[src/rtl/uart_tx_sched_pkg.sv]
// uart_pkg: shared state encoding and timing helpers for the UART transmit scheduler.
// Revision: 1.0
`default_nettype none

package uart_pkg;

  typedef enum logic [1:0] {
    IDLE = 2'd0,
    WAIT = 2'd1,
    HOLD = 2'd2
  } state_e;

  function automatic int clks_per_bit(input int clk_freq, input int baud);
    return clk_freq / baud;
  endfunction

  // One 10-bit frame plus idle guard bits.
  function automatic int byte_cycles(input int clk_freq, input int baud, input int guard_bits);
    return clks_per_bit(clk_freq, baud) * (10 + guard_bits);
  endfunction

  function automatic int idx_width(input int n);
    return (n > 1) ? $clog2(n) : 1;
  endfunction

endpackage

`default_nettype wire

[src/rtl/uart_tx_sched_rr_arbiter.sv]
// rr_arbiter: combinational first-one search over req, starting at ptr and wrapping.
// Revision: 1.0
`default_nettype none

module rr_arbiter
  import uart_pkg::*;
#(
  parameter  int NUM_SRC = 4,
  localparam int IDX_W   = idx_width(NUM_SRC)
) (
  input  logic [NUM_SRC-1:0] req_i,
  input  logic [IDX_W-1:0]   ptr_i,
  output logic [IDX_W-1:0]   gnt_o,
  output logic               any_o
);

  logic [IDX_W-1:0] idx;

  // Walk from the far end back to ptr so the last hit is the nearest one.
  always_comb begin
    gnt_o = '0;
    any_o = 1'b0;
    idx   = '0;
    for (int i = NUM_SRC - 1; i >= 0; i--) begin
      idx = IDX_W'((int'(ptr_i) + i) % NUM_SRC);
      if (req_i[idx]) begin
        gnt_o = idx;
        any_o = 1'b1;
      end
    end
  end

endmodule

`default_nettype wire

[src/rtl/uart_tx_sched.sv]
// uart_tx_sched: round-robin, packet-locked sharing of one UartTx between NUM_SRC byte sources.
// Revision: 1.0
`default_nettype none

module uart_tx_sched
  import uart_pkg::*;
#(
  parameter int CLK_FREQ     = 125_000_000,
  parameter int BAUD         = 115_200,
  parameter int NUM_SRC      = 4,
  parameter int GUARD_BITS   = 1,
  parameter int LOCK_TIMEOUT = 65_536
) (
  input  logic                       clk,
  input  logic                       rst,
  input  logic [NUM_SRC-1:0]         req_i,
  input  logic [NUM_SRC*8-1:0]       data_i,
  input  logic [NUM_SRC-1:0]         last_i,
  output logic [NUM_SRC-1:0]         ack_o,
  output logic [7:0]                 data_o,
  output logic                       wr_en_o,
  output logic [$clog2(NUM_SRC)-1:0] owner_o,
  output logic                       busy_o
);

  localparam int IDX_W     = idx_width(NUM_SRC);
  localparam int BYTE_CYC  = byte_cycles(CLK_FREQ, BAUD, GUARD_BITS);
  localparam int TIMER_W   = idx_width(BYTE_CYC);
  localparam int HOLD_W    = idx_width(LOCK_TIMEOUT);
  localparam logic [TIMER_W-1:0] TIMER_LAST = TIMER_W'(BYTE_CYC - 1);
  localparam logic [HOLD_W-1:0]  HOLD_LAST  = HOLD_W'(LOCK_TIMEOUT - 1);

  state_e               state_q, state_d;
  logic [IDX_W-1:0]     rr_q, rr_d;
  logic [IDX_W-1:0]     owner_q, owner_d;
  logic [7:0]           data_q, data_d;
  logic                 wr_en_q, wr_en_d;
  logic [NUM_SRC-1:0]   ack_q, ack_d;
  logic                 last_q, last_d;
  logic                 busy_q;
  logic [TIMER_W-1:0]   timer_q, timer_d;
  logic [HOLD_W-1:0]    hold_q, hold_d;

  logic [IDX_W-1:0]     arb_gnt;
  logic                 arb_any;
  logic                 issue;
  logic [IDX_W-1:0]     issue_idx;
  logic                 release_lock;
  logic                 owner_req;
  logic                 timer_done;
  logic                 hold_done;

  rr_arbiter #(
    .NUM_SRC (NUM_SRC)
  ) u_arb (
    .req_i (req_i),
    .ptr_i (rr_q),
    .gnt_o (arb_gnt),
    .any_o (arb_any)
  );

  assign owner_req  = req_i[owner_q];
  assign timer_done = (timer_q == TIMER_LAST);
  assign hold_done  = (hold_q == HOLD_LAST);

  always_ff @(posedge clk or posedge rst) begin
    if (rst) begin
      state_q <= IDLE;
      rr_q    <= '0;
      owner_q <= '0;
      data_q  <= '0;
      wr_en_q <= 1'b0;
      ack_q   <= '0;
      last_q  <= 1'b0;
      busy_q  <= 1'b0;
      timer_q <= '0;
      hold_q  <= '0;
    end else begin
      state_q <= state_d;
      rr_q    <= rr_d;
      owner_q <= owner_d;
      data_q  <= data_d;
      wr_en_q <= wr_en_d;
      ack_q   <= ack_d;
      last_q  <= last_d;
      busy_q  <= (state_d != IDLE);
      timer_q <= timer_d;
      hold_q  <= hold_d;
    end
  end

  // Next state plus the issue/release decisions the datapath acts on.
  always_comb begin
    state_d      = state_q;
    issue        = 1'b0;
    issue_idx    = owner_q;
    release_lock = 1'b0;
    case (state_q)
      IDLE: begin
        if (arb_any) begin
          issue     = 1'b1;
          issue_idx = arb_gnt;
          state_d   = WAIT;
        end
      end
      WAIT: begin
        if (timer_done) begin
          if (last_q) begin
            release_lock = 1'b1;
            state_d      = IDLE;
          end else if (owner_req) begin
            issue = 1'b1;
          end else begin
            state_d = HOLD;
          end
        end
      end
      HOLD: begin
        if (owner_req) begin
          issue   = 1'b1;
          state_d = WAIT;
        end else if (hold_done) begin
          release_lock = 1'b1;
          state_d      = IDLE;
        end
      end
      default: state_d = IDLE;
    endcase
  end

  always_comb begin
    owner_d = owner_q;
    data_d  = data_q;
    wr_en_d = 1'b0;
    ack_d   = '0;
    last_d  = last_q;
    rr_d    = rr_q;
    timer_d = (state_q == WAIT) ? timer_q + TIMER_W'(1) : timer_q;
    hold_d  = (state_q == HOLD) ? hold_q + HOLD_W'(1) : hold_q;

    if (issue) begin
      owner_d = issue_idx;
      data_d  = data_i[{issue_idx, 3'b000} +: 8];
      wr_en_d = 1'b1;
      ack_d   = NUM_SRC'(1) << issue_idx;
      last_d  = last_i[issue_idx];
      timer_d = '0;
    end

    if (release_lock) begin
      rr_d = (owner_q == IDX_W'(NUM_SRC - 1)) ? '0 : owner_q + IDX_W'(1);
    end

    if (state_q == WAIT && state_d == HOLD) begin
      hold_d = '0;
    end
  end

  assign ack_o   = ack_q;
  assign data_o  = data_q;
  assign wr_en_o = wr_en_q;
  assign owner_o = owner_q;
  assign busy_o  = busy_q;

endmodule

`default_nettype wire

[config.mk]
export PLATFORM = sky130hd
export DESIGN_NAME = uart_tx_sched
export DESIGN_NICKNAME = d
export VERILOG_FILES = /design/src/rtl/uart_tx_sched_pkg.sv /design/src/rtl/uart_tx_sched_rr_arbiter.sv /design/src/rtl/uart_tx_sched.sv
export SDC_FILE = /design/constraint.sdc
export NUM_CORES = 1
export LEC_CHECK = 0
export BUFFER_PORTS_ARGS = -buffer_cell sky130_fd_sc_hd__buf_2
export CAP_MARGIN = 40
export CORE_ASPECT_RATIO = 2
export CORE_MARGIN = 2
export CORE_UTILIZATION = 38
export DETAILED_ROUTE_END_ITERATION = 10
export HOLD_SLACK_MARGIN = 0.12
export PLACE_DENSITY = 0.59
export SYNTH_ARGS = -nofsm -noshare
export SYNTH_HDL_FRONTEND = slang
export SYNTH_SLANG_ARGS = --single-unit
[constraint.sdc]
create_clock -name clk -period 2 [get_ports clk]
set_input_delay 0.1 -clock clk [delete_from_list [all_inputs] [get_ports clk]]
set_output_delay 0.1 -clock clk [all_outputs]
set_load 0.01 [all_outputs]
==> impl.org, run 1 <==
** STA
- Post-Route Setup TNS :: -6220 ps
- Maximum achievable frequency :: between 400 and 500 MHz
- Of the available clock period, the critical path in the final layout requires 111%.
- Setup violations remaining at the end of the flow were counted as between 40 and 50.
- The count of final max-slew check failures came to 0.
- The total count of hold-check failures in the final report was 0.
- For the finished layout, the period the worst path requires is 2210 ps.
- Headroom to the max-slew limit came out at ~76%.
- Setup clock skew after layout :: around 3.4 ps
- After layout, the worst setup slack is -211 ps.
- Worst Hold Margin :: roughly 130 ps
- Unrepaired setup endpoints after global routing :: true
- At the pin with the least slew margin, the transition time is 356 ps.

** Synthesis
- Count of state elements after synthesis :: 51
- Post-synthesis sequential area ratio :: 42.9%
- Total of warnings raised by yosys :: 0
- A synthesized cell averages roughly 10 µm².
- The cell count after synthesis came out at slightly below 300.
- When the netlist entered floorplanning its net count stood at 345.
- In this run the cell area of the synthesized design comes to 2970 µm².
- Share of the synthesized area in the top cell type :: between 40% and 50%
- Distinct cell type count after synthesis :: 48
- Synth area leaders :: sky130_fd_sc_hd__dfrtp_1, sky130_fd_sc_hd__mux2i_1, sky130_fd_sc_hd__nand2_1, sky130_fd_sc_hd__o221ai_2, sky130_fd_sc_hd__a21oi_1
- Of all cell types, the one taking the most synthesized area is sky130_fd_sc_hd__dfrtp_1.

** Global route
- Global routing consumed, on the met1 layer, between 15 and 20% of the routing resources.
- For this run, global-route usage on met2 was measured as approximately two fifths.
- Initial antenna violation count :: 0
- The first global-routing pass estimated around 13000 µm of wire.
- The number of global-route vias before repair came to about 2.8k.
- Global routing consumed, over all layers together, 19.4% of the routing resources.
- Pin count of the biggest net entering global routing :: 52
- Busiest metal layer after global routing :: met2
- Global route overflow :: 0
- Routing usage on met3 :: between 2 and 3%

** Worst setup path
- Logic depth of the worst register-to-register path :: 9
- Data arrival at the endpoint of the critical path :: 2390 ps
- Max FO, Critical Path :: 6
- Nature of the critical path endpoint :: flip-flop
- Crit path kind :: flip-flop to flip-flop
- WP data required :: 2180 ps
- Critical Path Source Type :: flip-flop

** Clock network
- Clock-pin slew was measured on the worst setup and hold paths at roughly 70 ps.
- CTS placed an instance of sky130_fd_sc_hd__clkbuf_16 at the clock tree root.
- The number of clock buffers added by TritonCTS is 5.
- TritonCTS built the clock tree.
- Clock latency at the later pin of the worst-skew pair :: roughly 290 ps
- In this run the deepest clock path goes through 2 buffers.
- The clock net in this run drives a total of just over 50 sinks.
- H-tree Lvls :: 2

** Pwr
- Switching Share :: a little under two fifths
- Portion of total power attributed to the clock network :: roughly 18%
- In this run the power spent charging and discharging nets is about 1800 µW.
- The design draws ~4800 µW.
- Cell internal power was estimated by the tool at just under 3000 µW.
- Across the VDD grid, the largest voltage drop is 769 µV.
- Registers are responsible for 27.9% of the overall power.
- Static Leak :: around 0.0019 µW
- Power density relative to cell area :: 1160 nW/µm²
- The share of total power dissipated in combinational logic is a little over half.

** Placed design
- IO buf count :: 57
- Last weighted congestion value of the routability-driven placer :: ~0.83
- Post-detail-place hpwl :: around 6000 µm
- In this run the cell area measured after placement is approximately 3800 µm².
- Post-place setup slack :: -301 ps

** Routing
- Number of vias in the routed layout :: roughly 2.7k
- WL per Instance :: 15.7 µm
- The detailed router finished its first iteration with 110 violations.
- In this run the remaining antenna-violating nets after routing total 0.
- Drt pass-1 iters :: 4
- Vias per std cell :: approximately 5.3
- Aggregate routed wire length :: a little under 8000 µm
- After detailed routing, the number of remaining DRC violations is 0.

** Die
- The initialized floorplan defines 45 standard-cell rows.
- Die footprint :: about 8600 µm²
- The initial utilization of the core area, before any placement, comes to 39.1%.
- Vert. Die Dim :: roughly 130 µm
- Horizontal extent of the die :: around 67 µm
- # IOs :: 58
- The core region is ~7600 µm².

** Cells and area
- 0 antenna diodes ended up in the layout.
- Leaving out fill and tap cells, the most frequent cell in the layout is sky130_fd_sc_hd__buf_2.
- Cells with a size suffix above 1 make up ~40% of the layout.
- Final layout net count :: ~460
- Area grow syn2layout :: 40.2%
- Final design instance area without fill :: roughly 4200 µm²
- Commonest non-fill, non-tap cells in the layout :: sky130_fd_sc_hd__buf_2, sky130_fd_sc_hd__dfrtp_1, sky130_fd_sc_hd__buf_4

** Run status
- The run finished, with violations left.
- The final reports fail on setup timing.

** Worst hold path
- The path class of the tightest hold or removal check is primary input to flip-flop.
- Counting instances, the worst hold path has a depth of 3.

** Job
- Maximum Capacitance Violations :: 0
==> power by group through the flow <==
stage | logic [µW] | registers, µW | clock network, µW
floorplan | 1240 | 1450 | 0
global placement | 2260 | 1360 | 0
detailed placement | 2290 | 1360 | 0
CTS | 2480 | 1350 | 881
finish | 2620 | 1350 | 859
global route | 2820 | 1370 | 924
==> registers in the layout (all words and copies together) (netlist names) <==
name and cells:
busy_o 1, wr_en_o 1, ack_o 4, data_o 8, owner_o 2, last_q 1, timer_q 14, hold_q 16
state_q 2, rr_q 2
==> cells by family after synthesis <==
kind of cell	Yosys count	share of synthesized area [%]
and+or+nand+nor	108	18.8
DFF	51	42.9
buffers and inverters	18	3.28
AOI/OAI and AO/OA	72	18.9
muxes	23	8.25
adders and majority gates	8	3.37
xor gates and xnor gates	15	4.42
==> final cells by class <==
type | instances | area (µm²)
Fill cell | 676 | 3430
Inverter | 7 | 31.3
Clock inverter | 3 | 25.0
Multi-Input combinational cell | 226 | 1720
Timing Repair Buffer | 120 | 876
Clock buffer | 5 | 125
Tap cell | 94 | 118
Sequential cell | 51 | 1280
==> metrics by stage <==
step	util [%]	instances
finish	54.8	506
global route	54.8	506
CTS	53.6	505
detailed placement	50.1	492
global placement	50.1	492
floorplan	-	295
==> critical path, stage by stage (launching register included) <==
cell,delay [ps]
sky130_fd_sc_hd__dfrtp_1,400
sky130_fd_sc_hd__inv_2,80
sky130_fd_sc_hd__ha_4,130
sky130_fd_sc_hd__nand4b_1,100
sky130_fd_sc_hd__or4_4,550
sky130_fd_sc_hd__a22oi_4,190
sky130_fd_sc_hd__buf_4,160
sky130_fd_sc_hd__o21ai_4,80
sky130_fd_sc_hd__a21o_1,180
sky130_fd_sc_hd__a22o_1,230
==> repair_timing <==
item	4_1_cts	5_1_grt
pin swaps	13	4
resized for setup	21	18
hold buffers	3	0
endpoints found under the setup margin	47	48
hold endpoints to repair	52	0
buffers inserted	1	1
gates cloned	1	1
==> cell usage after synthesis (all sizes together) <==
| library cell | instances |
|---|---|
| a22o | 10 |
| ha | 8 |
| o311ai | 1 |
| a21boi | 1 |
| or4 | 2 |
| mux2 | 2 |
| and3 | 15 |
| inv | 7 |
| nor2 | 16 |
| nand4 | 7 |
| nor3 | 2 |
| o31ai | 1 |
| dfrtp | 51 |
| o22ai | 1 |
| a22oi | 1 |
| o31a | 1 |
| nor2b | 7 |
| a21oi | 22 |
| mux2i | 20 |
| a221oi | 1 |
| o21bai | 1 |
| xnor2 | 6 |
| a221o | 1 |
| xor2 | 9 |
| nand2 | 37 |
| o221ai | 10 |
| o21a | 2 |
| and2 | 2 |
| a21o | 3 |
| nand3 | 10 |
| clkbuf | 4 |
| nor3b | 1 |
| buf | 7 |
| nor4 | 1 |
| nand2b | 5 |
| a31oi | 2 |
| nand4bb | 2 |
| o21ai | 14 |
| mux4 | 1 |
| nand4b | 1 |
==> layer usage <==
metal | up-vias | wire, µm
li1 | 1308 | -
met1 | 1293 | 2790
met2 | 47 | 4640
met3 | 21 | 180
met4 | 0 | 346
met5 | - | 0
==> final timing paths <==
path / startpoint / to / slack (ps)
setup / recovery: state_q[1]$_DFF_PP0_ / timer_q[13]$_DFFE_PP0P_ / -210
hold / removal: data_i[5] / data_o[5]$_DFFE_PP0P_ / 130
setup reg to reg: state_q[1]$_DFF_PP0_ / timer_q[13]$_DFFE_PP0P_ / -210
hold reg to reg: data_o[4]$_DFFE_PP0P_ / data_o[4]$_DFFE_PP0P_ / 500
max in group asynchronous: rst / hold_q[14]$_DFFE_PP0P_ / 1370
min in group asynchronous: rst / timer_q[9]$_DFFE_PP0P_ / 390
Note: power is estimated with default switching activity, not from simulation.
==> run 2: changes to the inputs <==
--- a/config.mk
+++ b/config.mk
@@ -8,11 +8,10 @@
 export BUFFER_PORTS_ARGS = -buffer_cell sky130_fd_sc_hd__buf_2
 export CAP_MARGIN = 40
 export CORE_ASPECT_RATIO = 2
-export CORE_MARGIN = 2
 export CORE_UTILIZATION = 38
 export DETAILED_ROUTE_END_ITERATION = 10
 export HOLD_SLACK_MARGIN = 0.12
-export PLACE_DENSITY = 0.59
+export PLACE_DENSITY_LB_ADDON = 0.3
 export SYNTH_ARGS = -nofsm -noshare
 export SYNTH_HDL_FRONTEND = slang
 export SYNTH_SLANG_ARGS = --single-unit
==> run 2 against run 1 <==
Effect of this change:
- the run still ends with setup timing left
- critical path depth rose by 1
- sequential share of layout area down 0.48 points
- worst setup slack got worse by 31 ps
- register-to-register slack worse by 30 ps
- global-route usage is 0.56 points higher
- die area decreased by 4.5%
- routed wire length up 0.75%
- clock power increased by 15%
- combinational power increased by 4%
- critical path type unchanged
- critical endpoint is now timer_q[5]$_DFFE_PP0P_
- largest power group unchanged
==> impl.org, run 2 (same netlist as run 1, synthesis figures left out) <==
** Routing
- Total DRC errors in the routed layout :: 0 (unchanged)
- Number of nets with antenna violations after detailed routing :: 0 (unchanged)
- Wire length on met1 :: 2880 µm (was 2790 µm)
- The top layer used by detailed routing is met4 (unchanged).
- The detailed-route wire length per cell is 15.8 µm (was 15.7 µm).
- Met3 Wirelength :: 151 µm (was 180 µm)
- Number of vias in the routed layout :: 2732 (was 2669)
- Vias per std cell :: 5.40 (was 5.27)
- The sum of met2 wire segment lengths after detailed routing came to 4690 µm (was 4640 µm).
- The first-pass iteration count of the detailed router was 4 (unchanged).
- Aggregate routed wire length :: 8020 µm (was 7960 µm)
- Violation count after the first detailed-route iteration :: 104 (was 110)

** STA
- Setup slack of the critical path after layout :: -241 ps (was -211 ps)
- Worst Hold Margin :: 126 ps (was 130 ps)
- The aggregate negative setup slack was -6450 ps (was -6220 ps).
- Final Setup Violations :: 48 (was 45)
- The worst setup skew after layout is 6.55 ps (was 3.36 ps).
- The final clock period utilization by the worst path is 112% (was 111%).
- The minimum clock period after layout was 2240 ps (was 2210 ps).
- Maximum achievable frequency :: 446 MHz (was 452 MHz)
- The total count of hold-check failures in the final report was 0 (unchanged).
- The count of final max-slew check failures was 0 (unchanged).
- Headroom to the max-slew limit :: 59.1% (was 76.3%)
- Unrepaired setup endpoints after global routing: true (unchanged).
- The slew at the pin with the worst max-slew slack is 613 ps (was 356 ps).

** Pwr
- The worst-case vdd ir drop is 799 µV (was 769 µV).
- Static Leak :: 0.00192 µW (was 0.00190 µW)
- The cell area power density was 1190 nW/µm² (was 1160 nW/µm²).

** Clock network
- TritonCTS clock tree :: done (unchanged)
- The number of CTS-inserted buffers was 5 (unchanged).
- CTS Sinks :: 51 (unchanged)
- The clock tree root buffer cell was sky130_fd_sc_hd__clkbuf_16 (unchanged).
- H-tree Lvls :: 2 (unchanged)
- Clock latency at the later pin of the worst-skew pair :: 290 ps (about the same)
- The maximum buffer depth of the clock tree was 2 (unchanged).
- The clock-pin slew reported for the worst setup and hold paths after clock tree synthesis is 70 ps (about the same).

** Placed design
- The last weighted congestion value of the routability-driven placer came to 0.839 (was 0.825).
- Post-detail-place hpwl :: 5720 µm (was 5940 µm)
- IO buf count :: 57 (unchanged)
- The count of placed standard cells including taps is 485 (was 492).

** Global route
- The overall global routing resource usage is 20.0% (was 19.4%).
- Global route overflow :: 0 (unchanged)
- The initial antenna violation count is 0 (unchanged).
- The global-route wire length before repair came to 12700 µm (about the same).
- Pin count of the biggest net entering global routing :: 28 (was 52)
- The number of global-route vias before repair was 2854 (was 2813).

** Run status
- Failing checks: setup timing (unchanged).
- Status :: finished with violations (unchanged)

** Worst setup path
- Data arrival at the endpoint of the critical path :: 2420 ps (was 2390 ps)
- The required time at the worst-slack endpoint is 2180 ps (about the same).
- Crit path kind :: flip-flop to flip-flop (unchanged)
- Critical Path Source Type :: flip-flop (unchanged)
- WP buf/inv :: 3 (was 2)
- Nature of the critical path endpoint :: flip-flop (unchanged)
- Start of the worst register-to-register path :: timer_q[0]$_DFFE_PP0P_ (was state_q[1]$_DFF_PP0_)
- Master of the slowest instance on the critical path :: sky130_fd_sc_hd__or4_4 (unchanged)
- Reg-to-reg endpoint :: timer_q[5]$_DFFE_PP0P_ (was timer_q[13]$_DFFE_PP0P_)
- Cells along the critical path :: inv_1 > ha_1 > nand4bb_1 > or4_4 > a22oi_4 > nand2b_4 > inv_6 > nor2_4 > buf_6 > a221o_1 (was inv_2 > ha_4 > nand4b_1 > or4_4 > a22oi_4 > buf_4 > o21ai_4 > a21o_1 > a22o_1)
- Largest incremental delay on the critical path :: 560 ps (was 550 ps)
- The maximum fanout along the worst path is 6 (unchanged).
- The setup slack of the most critical reg-to-reg path is -240 ps (was -210 ps).
- Logic depth of the worst register-to-register path :: 10 (was 9)
- Crit-path leading delay family :: simple AND/OR/NAND/NOR gates (was compound AO/OA/AOI/OAI gates)

** Cells and area
- The most common library cell in the layout ignoring fill and taps is sky130_fd_sc_hd__buf_2 (unchanged).
- The number of filler instances in the final layout is 662 (was 676).
- The non-filler instance count after layout is 506 (unchanged).
- Register with the highest flop count :: hold_q (unchanged)
- The number of flip-flops under the largest register name was 16 (unchanged).
- The diode insertion count for antenna repair came to 0 (unchanged).
- Commonest non-fill, non-tap cells in the layout: sky130_fd_sc_hd__buf_2, sky130_fd_sc_hd__dfrtp_1, sky130_fd_sc_hd__buf_4 (unchanged).
- The utilization of the core after routing was 55.7% (was 54.8%).
- Final layout net count :: 461 (unchanged)
- The area added between synthesis and finish is 42.4% (was 40.2%).
- Share of cells above drive strength 1 :: 41.0% (was 39.8%)

** Worst hold path
- Startpoint of the most critical hold path :: data_i[2] (was data_i[5])
- The class of the tightest hold or removal check was primary input to flip-flop (unchanged).
- Hold EP :: data_o[2]$_DFFE_PP0P_ (was data_o[5]$_DFFE_PP0P_)
- The number of instances on the worst hold path was 3 (unchanged).

** Die
- The core area was 7600 µm² (unchanged).
- Vert. Die Dim :: 127 µm (was 129 µm)
- Starting Density :: 39.1% (unchanged)
- The overall die area is 8200 µm² (was 8590 µm²).
- Horizontal extent of the die :: 64.5 µm (was 66.5 µm)
- Site row count :: 45 (unchanged)
- The total I/O pin count was 58 (unchanged).

** Job
- Maximum Capacitance Violations :: 0 (unchanged)
[run 2: cell types whose count changed in the layout (fill, tap and decap cells not counted), sizes merged]
cell / before / now
clkbuf: 6 / 8
inv: 6 / 7
buf: 116 / 113
nand2: 37 / 39
clkinv: 3 / 1
bufinv: 0 / 1
clkinvlp: 1 / 0
[run 2: what timing repair did]
action | CTS | global route
pin swaps | 14 | 3
buffers inserted | 3 | 3
hold endpoints to repair | 27 | 0
gates resized for setup | 32 | 10
setup endpoints to repair | 48 | 48
gates cloned | 1 | 4
hold buffers | 3 | 0
[run 2: area by class of cell]
cell class	instances	area (µm²)	share of cell area [%]
clock buffer	6	139	3.28
clock inverter	2	35.0	0.828
inverter	7	31.3	0.739
multi-input combinational	228	1770	41.8
sequential	51	1280	30.2
tap	94	118	2.78
timing repair buffer	118	863	20.4
[run 2: where the power goes]
group | internal [µW] | switching (µW) | total, µW
clock network | 622 | 366 | 988
registers | 1230 | 109 | 1340
logic | 1320 | 1400 | 2720
[run 2: worst min-delay path: stages]
cell	delay, ps
sky130_fd_sc_hd__buf_2	70
sky130_fd_sc_hd__mux2i_1	60
sky130_fd_sc_hd__o221ai_2	140
[run 2: per-layer routing]
metal,GRT usage [%],vias to the layer above
li1,-,1308
met1,19.2,1351
met2,38.9,54
met3,2.32,19
met4,11.4,0
met5,0,-
[run 2: metrics by stage]
step	power, µW	cell area [µm²]	setup WS (ps)
floorplan	2690	3000	-186
global placement	3530	3760	-244
detailed placement	3580	3760	-299
CTS	4810	4110	-225
global route	5300	4230	-312
finish	5050	4230	-241
[run 2: worst max-delay path by stage]
stage	from	to	slack, ps	depth (start not counted)
2_1_floorplan	timer_q[0]$_DFFE_PP0P_	timer_q[6]$_DFFE_PP0P_	-190	11
3_3_place_gp	timer_q[0]$_DFFE_PP0P_	timer_q[5]$_DFFE_PP0P_	-240	9
3_5_place_dp	timer_q[0]$_DFFE_PP0P_	timer_q[0]$_DFFE_PP0P_	-300	11
4_1_cts	state_q[1]$_DFF_PP0_	timer_q[5]$_DFFE_PP0P_	-230	10
5_1_grt	timer_q[0]$_DFFE_PP0P_	timer_q[5]$_DFFE_PP0P_	-310	10
6_report	timer_q[0]$_DFFE_PP0P_	timer_q[5]$_DFFE_PP0P_	-240	10
